$ cat config.mk
export PLATFORM = sky130hd
export DESIGN_NAME = spi_sensor_reader
export DESIGN_NICKNAME = d
export VERILOG_FILES = /design/src/rtl/spi_sensor_reader.sv
export SDC_FILE = /design/constraint.sdc
export NUM_CORES = 1
export LEC_CHECK = 0
export ABC_AREA = 1
export BUFFER_PORTS_ARGS = -buffer_cell sky130_fd_sc_hd__clkbuf_2
export CAP_MARGIN = 20
export CORE_MARGIN = 3
export CORE_UTILIZATION = 30
export CTS_CLUSTER_SIZE = 10
export DETAILED_ROUTE_END_ITERATION = 10
export GPL_TIMING_DRIVEN = 0
export PLACE_DENSITY = 0.49
export SLEW_MARGIN = 20
export SYNTH_ARGS = -nofsm -noshare
export SYNTH_HDL_FRONTEND = slang
export SYNTH_SLANG_ARGS = --single-unit
$ cat constraint.sdc
create_clock -name clk -period 1.5 [get_ports clk]
set_clock_uncertainty 0.1 [all_clocks]
set_input_delay 0.375 -clock clk [delete_from_list [all_inputs] [get_ports clk]]
set_output_delay 0.375 -clock clk [all_outputs]
set_load 0.02 [all_outputs]
$ cat src/rtl/spi_sensor_reader.sv
// SPI master that reads fixed-length frames from a read-only sensor and
// hands an extracted bit field to a valid/ready consumer, flagging overruns.
`timescale 1ns/1ps
module spi_sensor_reader #(
  parameter int CLK_DIV    = 4,
  parameter int FRAME_BITS = 16,
  parameter int DATA_MSB   = 11,
  parameter int DATA_LSB   = 4,
  parameter int CS_SETUP   = 2,
  parameter int CS_HOLD    = 2,
  parameter int GAP        = 8
) (
  input  logic                         clk,
  input  logic                         rst,
  input  logic                         start,
  input  logic                         cont,
  output logic                         busy,
  output logic                         ss,
  output logic                         sclk,
  input  logic                         miso,
  output logic [FRAME_BITS-1:0]        frame_raw,
  output logic [DATA_MSB-DATA_LSB:0]   data_out,
  output logic                         data_valid,
  input  logic                         data_ready,
  output logic                         overrun
);

  localparam int M1      = (CLK_DIV > CS_SETUP) ? CLK_DIV : CS_SETUP;
  localparam int M2      = (CS_HOLD > GAP) ? CS_HOLD : GAP;
  localparam int CYC_MAX = (M1 > M2) ? M1 : M2;
  localparam int CYC_W   = $clog2(CYC_MAX + 1);
  localparam int BIT_W   = $clog2(FRAME_BITS + 1);

  localparam logic [CYC_W-1:0] SETUP_LAST = CYC_W'(CS_SETUP - 1);
  localparam logic [CYC_W-1:0] DIV_LAST   = CYC_W'(CLK_DIV - 1);
  localparam logic [CYC_W-1:0] HOLD_LAST  = CYC_W'(CS_HOLD - 1);
  localparam logic [CYC_W-1:0] GAP_LAST   = CYC_W'(GAP - 1);
  localparam logic [BIT_W-1:0] BIT_LAST   = BIT_W'(FRAME_BITS - 1);

  typedef enum logic [2:0] {
    ST_IDLE  = 3'd0,
    ST_SETUP = 3'd1,
    ST_SHIFT = 3'd2,
    ST_HOLD  = 3'd3,
    ST_GAP   = 3'd4
  } state_t;

  state_t                       state_r;
  logic [CYC_W-1:0]             cyc_r;
  logic [BIT_W-1:0]             bit_r;
  logic [FRAME_BITS-1:0]        sr_r;
  logic                         ss_r;
  logic                         sclk_r;
  logic                         busy_r;
  logic [FRAME_BITS-1:0]        frame_raw_r;
  logic [DATA_MSB-DATA_LSB:0]   data_out_r;
  logic                         data_valid_r;
  logic                         overrun_r;
  logic                         load_s;

  // The result is captured on the last HOLD cycle, the same edge that raises ss.
  assign load_s = (state_r == ST_HOLD) && (cyc_r == HOLD_LAST);

  // Frame sequencer: drives ss, sclk, busy and shifts miso in on each sclk rise.
  always_ff @(posedge clk) begin
    if (rst) begin
      state_r <= ST_IDLE;
      cyc_r   <= '0;
      bit_r   <= '0;
      sr_r    <= '0;
      ss_r    <= 1'b1;
      sclk_r  <= 1'b1;
      busy_r  <= 1'b0;
    end else begin
      case (state_r)
        ST_IDLE: begin
          if (start || cont) begin
            state_r <= ST_SETUP;
            ss_r    <= 1'b0;
            busy_r  <= 1'b1;
            cyc_r   <= '0;
          end
        end
        ST_SETUP: begin
          if (cyc_r == SETUP_LAST) begin
            state_r <= ST_SHIFT;
            sclk_r  <= 1'b0;
            cyc_r   <= '0;
            bit_r   <= '0;
          end else begin
            cyc_r <= cyc_r + CYC_W'(1);
          end
        end
        ST_SHIFT: begin
          if (cyc_r != DIV_LAST) begin
            cyc_r <= cyc_r + CYC_W'(1);
          end else begin
            cyc_r <= '0;
            if (!sclk_r) begin
              sclk_r <= 1'b1;
              sr_r   <= {sr_r[FRAME_BITS-2:0], miso};
            end else if (bit_r == BIT_LAST) begin
              state_r <= ST_HOLD;
            end else begin
              sclk_r <= 1'b0;
              bit_r  <= bit_r + BIT_W'(1);
            end
          end
        end
        ST_HOLD: begin
          if (load_s) begin
            ss_r  <= 1'b1;
            cyc_r <= '0;
            if (cont) begin
              state_r <= ST_GAP;
            end else begin
              state_r <= ST_IDLE;
              busy_r  <= 1'b0;
            end
          end else begin
            cyc_r <= cyc_r + CYC_W'(1);
          end
        end
        ST_GAP: begin
          if (cyc_r == GAP_LAST) begin
            cyc_r <= '0;
            if (cont) begin
              state_r <= ST_SETUP;
              ss_r    <= 1'b0;
            end else begin
              state_r <= ST_IDLE;
              busy_r  <= 1'b0;
            end
          end else begin
            cyc_r <= cyc_r + CYC_W'(1);
          end
        end
        default: begin
          state_r <= ST_IDLE;
          cyc_r   <= '0;
          ss_r    <= 1'b1;
          sclk_r  <= 1'b1;
          busy_r  <= 1'b0;
        end
      endcase
    end
  end

  // Result register and handshake; a load wins over an accept on the same edge.
  always_ff @(posedge clk) begin
    if (rst) begin
      frame_raw_r  <= '0;
      data_out_r   <= '0;
      data_valid_r <= 1'b0;
      overrun_r    <= 1'b0;
    end else if (load_s) begin
      frame_raw_r  <= sr_r;
      data_out_r   <= sr_r[DATA_MSB:DATA_LSB];
      data_valid_r <= 1'b1;
      if (data_valid_r && !data_ready) begin
        overrun_r <= 1'b1;
      end
    end else if (data_valid_r && data_ready) begin
      data_valid_r <= 1'b0;
    end
  end

  assign busy       = busy_r;
  assign ss         = ss_r;
  assign sclk       = sclk_r;
  assign frame_raw  = frame_raw_r;
  assign data_out   = data_out_r;
  assign data_valid = data_valid_r;
  assign overrun    = overrun_r;

endmodule
# Word level (Yosys, flattened, before mapping)
# Index checks and enable logic that the tools add are counted.
# totals
register_bits	57
input_bits	6
out_inout_bits	29
elab_cells	89
# classes
add_sub_neg	2
n_eq_ne	17
mux	38
bitwise_logic	4
n_reduce_logical	17
# op_table
op	count
3-bit two-way mux	8
4-bit two-way mux	5
5-bit two-way mux	4
4-bit one-hot mux with 5 select lines	1
2-bit inequality test (second input constant)	9
1-bit two-way mux	15
3-bit one-hot mux with 5 select lines	1
5-bit one-hot mux with 2 select lines	1
5-bit AND reduction	2
1-bit one-hot mux with 4 select lines	2
7-bit AND reduction	1
3-bit by 2-bit == test with 1-bit output (second input constant)	2
3-bit AND reduction	2
5-bit by 1-bit adder with 5-bit output (second input constant)	1
5-bit by 4-bit == test with 1-bit output (second input constant)	1
4-bit by 1-bit adder with 4-bit output (second input constant)	1
4-bit by 1-bit == test with 1-bit output (second input constant)	1
4-bit by 3-bit == test with 1-bit output (second input constant)	1
4-bit by 2-bit inequality test with 1-bit output (second input constant)	1
1-bit inverter	4
4-bit AND reduction	1
2-bit nonzero test	2
3-bit by 1-bit == test with 1-bit output (second input constant)	1
3-bit == test (second input constant)	1
8 further kinds	10

# Depth between registers and ports, before layout
# depth
word_depth	5
ltp_mapped	10
depth_no_buf	10

# Worst setup path after synthesis
# OpenSTA, ideal clock, no wires.
# synth_timing
kind	reg-to-reg
startpoint	register bit_r[0]
endpoint	register bit_r[4]
setup_time_ns	0.116
arrival_time_ns	1.348
required_time_ns	1.284
path_slack_ns	-0.064
path_stages_with_launch	11
period_less_slack_ns	1.564
cell_sequence	dfxtp_1 -> ha_1 -> nand2_1 -> nor2_1 -> ha_1 -> nor2_1 -> o21ai_2 -> nor2_2 -> nand2_1 -> o21ai_0 -> nor2_1
# synth_via
elab_chain_len	5
# synth_lines
item	line	rtl
from (decl)	50	logic [BIT_W-1:0] bit_r;
from (signal assigned)	106	bit_r <= bit_r + BIT_W'(1);
5-bit by 1-bit adder with 5-bit output	106	
5-bit two-way mux	102	end else if (bit_r == BIT_LAST) begin
5-bit two-way mux	99	if (!sclk_r) begin
5-bit two-way mux	95	if (cyc_r != DIV_LAST) begin
5-bit one-hot mux with 2 select lines	75	case (state_r)
# Parallel ways exist; a longest one is shown, timed or not. The select of a mux whose other input is x is not followed.
# A chain may end at the register's enable or synchronous reset.

# Final worst setup path
# layout_timing
startpoint	register bit_r[1]
endpoint	register state_r[0]
# layout_via
elab_chain_len	3
# layout_lines
item	line	rtl
5-bit by 4-bit == test with 1-bit output	102	
2-bit inequality test (no source line)	-	
7-bit AND reduction (no source line)	-	
to (signal assigned)	103	state_r <= ST_HOLD;
to (signal assigned)	115	state_r <= ST_GAP;
to (signal assigned)	117	state_r <= ST_IDLE;
to (decl)	48	state_t state_r;
# Every way passes these cells.

==> results.sh <==
export IMPL_layout_nets=374
export IMPL_synth_top_area_share=0.439
export IMPL_grt_max_degree=17
export IMPL_end_kind="register"
export IMPL_finalHoldViolCount=0
export IMPL_grt_usage=0.129
export IMPL_mostFrequentLayoutCells="nor2_1, dfxtp_1, nand2_1"
export IMPL_chipWidth_um=92.3
export IMPL_cp_cell_sequence="ha_4 > nand2_2 > nor2_2 > ha_2 > inv_1 > o21ai_2 > nand3_2 > nand2_1 > nand2_1 > nor2_1"
export IMPL_postCtsHoldBufs=0
export IMPL_io_buffers=34
export IMPL_worstPathArrival_ns=1.75
export IMPL_hold_class="in -> reg"
export IMPL_layoutNonFillerInstCount=461
export IMPL_dieArea_um2=8520
export IMPL_initial_utilization=0.318
export IMPL_path_class="reg -> reg"
export IMPL_crit_fanout=4
export IMPL_synth_top_cell_by_area="dfxtp_1"
export IMPL_via_count=2024
export IMPL_clk_latency_ns=0.31
export IMPL_final_max_slew_viol_count=0
export IMPL_drc=0
export IMPL_powerDensity_nw_per_um2=1490
export IMPL_p_total_uw=4270
export IMPL_cpPeakStageDelay_ns=0.37
export IMPL_violations="setup timing"
export IMPL_final_util=0.409
export IMPL_rsz0062_at_grt="true"
export IMPL_cap_violations=0
export IMPL_syn_to_final_growth_pct=28.7
export IMPL_setup_viol=8
export IMPL_htree_levels=2
export IMPL_yosysWarnings=0
export IMPL_maxSlewHeadroom=0.649
export IMPL_timing_fmax_ghz=0.627
export IMPL_grt_pass1_wl_mm=8.82
export IMPL_ios=35
export IMPL_routedWlPerCell_um=11.5
export IMPL_power_leakage_uw=0.00142
export IMPL_cts_sinks=49
export IMPL_status="finished with violations"
export IMPL_vias_per_cell=4.39
export IMPL_first_pass_iters=4
export IMPL_netlist_cell_type_count=25
export IMPL_postRouteAntennaNets=0
export IMPL_gr_total_overflow=0
export IMPL_totalWireLength_mm=5.29
export IMPL_grt_pass1_vias=1949
export IMPL_clock_root_buffer="clkbuf_8"
export IMPL_core_um2=7020
export IMPL_synth_seq_cells=49
export IMPL_synth_net_count=323
export IMPL_fin_ws_ns=-0.0961
export IMPL_placedCellCount=443
export IMPL_antenna_cells=0
export IMPL_place_congestion=0.837
export IMPL_drt_iter0_drc=43
export IMPL_cts_made_buffers=5
export IMPL_ys_seq_area_frac=0.439
export IMPL_crit_top_cell="nand2_1"
export IMPL_crit_path_top_delay_cell="dfxtp_2"
export IMPL_critPathLaunchType="register"
export IMPL_path_clk_slew_ns=0.10
export IMPL_period_needed_ns=1.60
export IMPL_syn_avg_cell_area_um2=7.14
export IMPL_layout_drive_gt1_share=0.315
export IMPL_dieHeight_um=92.3
export IMPL_synth_cell_area_um2=2230
export IMPL_cts_tree="done"
export IMPL_irDropWorstVdd_uv=542
export IMPL_finalCritPeriodShare=1.06
export IMPL_dp_hpwl_mm=3.59
export IMPL_antenna_found_initial=0
export IMPL_worstMarginPinSlew_ns=0.526
export IMPL_synth_area_leaders="dfxtp_1, nor2_1, o21ai_0"
export IMPL_layout_commonest_cell="nor2_1"
export IMPL_synthCells=313
export IMPL_fp_row_count=30
export IMPL_fillerInstances=735
export IMPL_cts_max_path_buffers=2
export IMPL_required_ns=1.65
## critical path: cells and delay by family (launching register included)
kind,cells,cell delay [ns]
AO/OA/AOI/OAI,1,0.17
flip-flops,1,0.37
buffers and inverters,1,0.05
AND/OR/NAND/NOR,6,0.52
adder cells (fa/ha/maj),2,0.33
## where the power goes
part	leakage [uW]	internal (uW)	switching [uW]
clock network	0.0000518	384	492
registers	0.000400	1460	146
logic	0.000964	664	1130
## synthesized netlist by cell type
cell and instances:
nor2_8 1, nor2_2 3, a31oi_1 1, nand4_1 4, nand2_2 1, o22ai_1 1
buf_6 2, nand2_1 48, nor3b_1 1, o21ai_2 1, xor2_1 4, nor2_1 84
inv_1 25, o21ai_1 2, o21ai_0 36, a21oi_1 6, clkbuf_1 4, inv_2 5
nand3_1 14, nor3_1 3, ha_1 4, dfxtp_1 49, nand3_2 2, buf_4 10
nor2_4 2
## cell families (layout without fill, tap and decap cells)
kind of cell	count (synthesis)	in the layout	share of synthesized area
compound gates	47	47	0.108
simple gates	163	163	0.314
flops	49	49	0.439
xor+xnor	4	4	0.0157
buf+inv	46	98	0.101
fa+ha+maj	4	4	0.0224
## final cells by class
class,count,area [um^2],area share
buffer,16,116,0.0405
clock buffer,6,82.6,0.0287
clock inverter,2,17.5,0.00609
inverter,30,123,0.0427
multi-input combinational,218,1170,0.408
sequential,49,997,0.347
tap,96,120,0.0418
timing repair buffer,44,245,0.0853
## layer usage
metal | up-vias | GRT usage | routed length [um]
met5 | - | 0 | 0
met4 | 0 | 0.0582 | 80
met3 | 8 | 0.0287 | 177
met2 | 26 | 0.214 | 2500
met1 | 905 | 0.159 | 2530
li1 | 1085 | - | -
## repair_timing
action                     4_1_cts  5_1_grt
setup endpoints to repair       35       44
gates resized for setup         24       28
pin swaps                        9       12
hold endpoints to repair         0        0
setup buffers                    5        5
## worst paths after layout
path	startpoint	end	slack, ns	cells after the start
worst min-delay path	miso	sr_r[0]	0.18	3
worst max register to register	bit_r[1]	state_r[0]	-0.1	10
worst max-delay path	bit_r[1]	state_r[0]	-0.1	10
worst min register to register	overrun	overrun	0.39	2
## registers in the layout, indices dropped and copies added, names as in the netlist
signal      count
ss              1
bit_r           5
busy            1
overrun         1
frame_raw      16
cyc_r           4
sclk            1
state_r         3
sr_r           16
data_valid      1
## metrics by stage
| step | instance area (um^2) | setup slack, ns | hold slack [ns] | setup TNS, ns |
|---|---|---|---|---|
| floorplan | 2240 | -0.0128 | 0.344 | -0.0128 |
| global placement | 2530 | -0.246 | 0.361 | -4.89 |
| detailed placement | 2530 | -0.230 | 0.367 | -4.33 |
| CTS | 2750 | -0.125 | 0.178 | -0.725 |
| global route | 2870 | -0.201 | 0.203 | -2.18 |
| finish | 2870 | -0.0961 | 0.183 | -0.567 |
No activity file was read; power rests on OpenSTA's default activity.
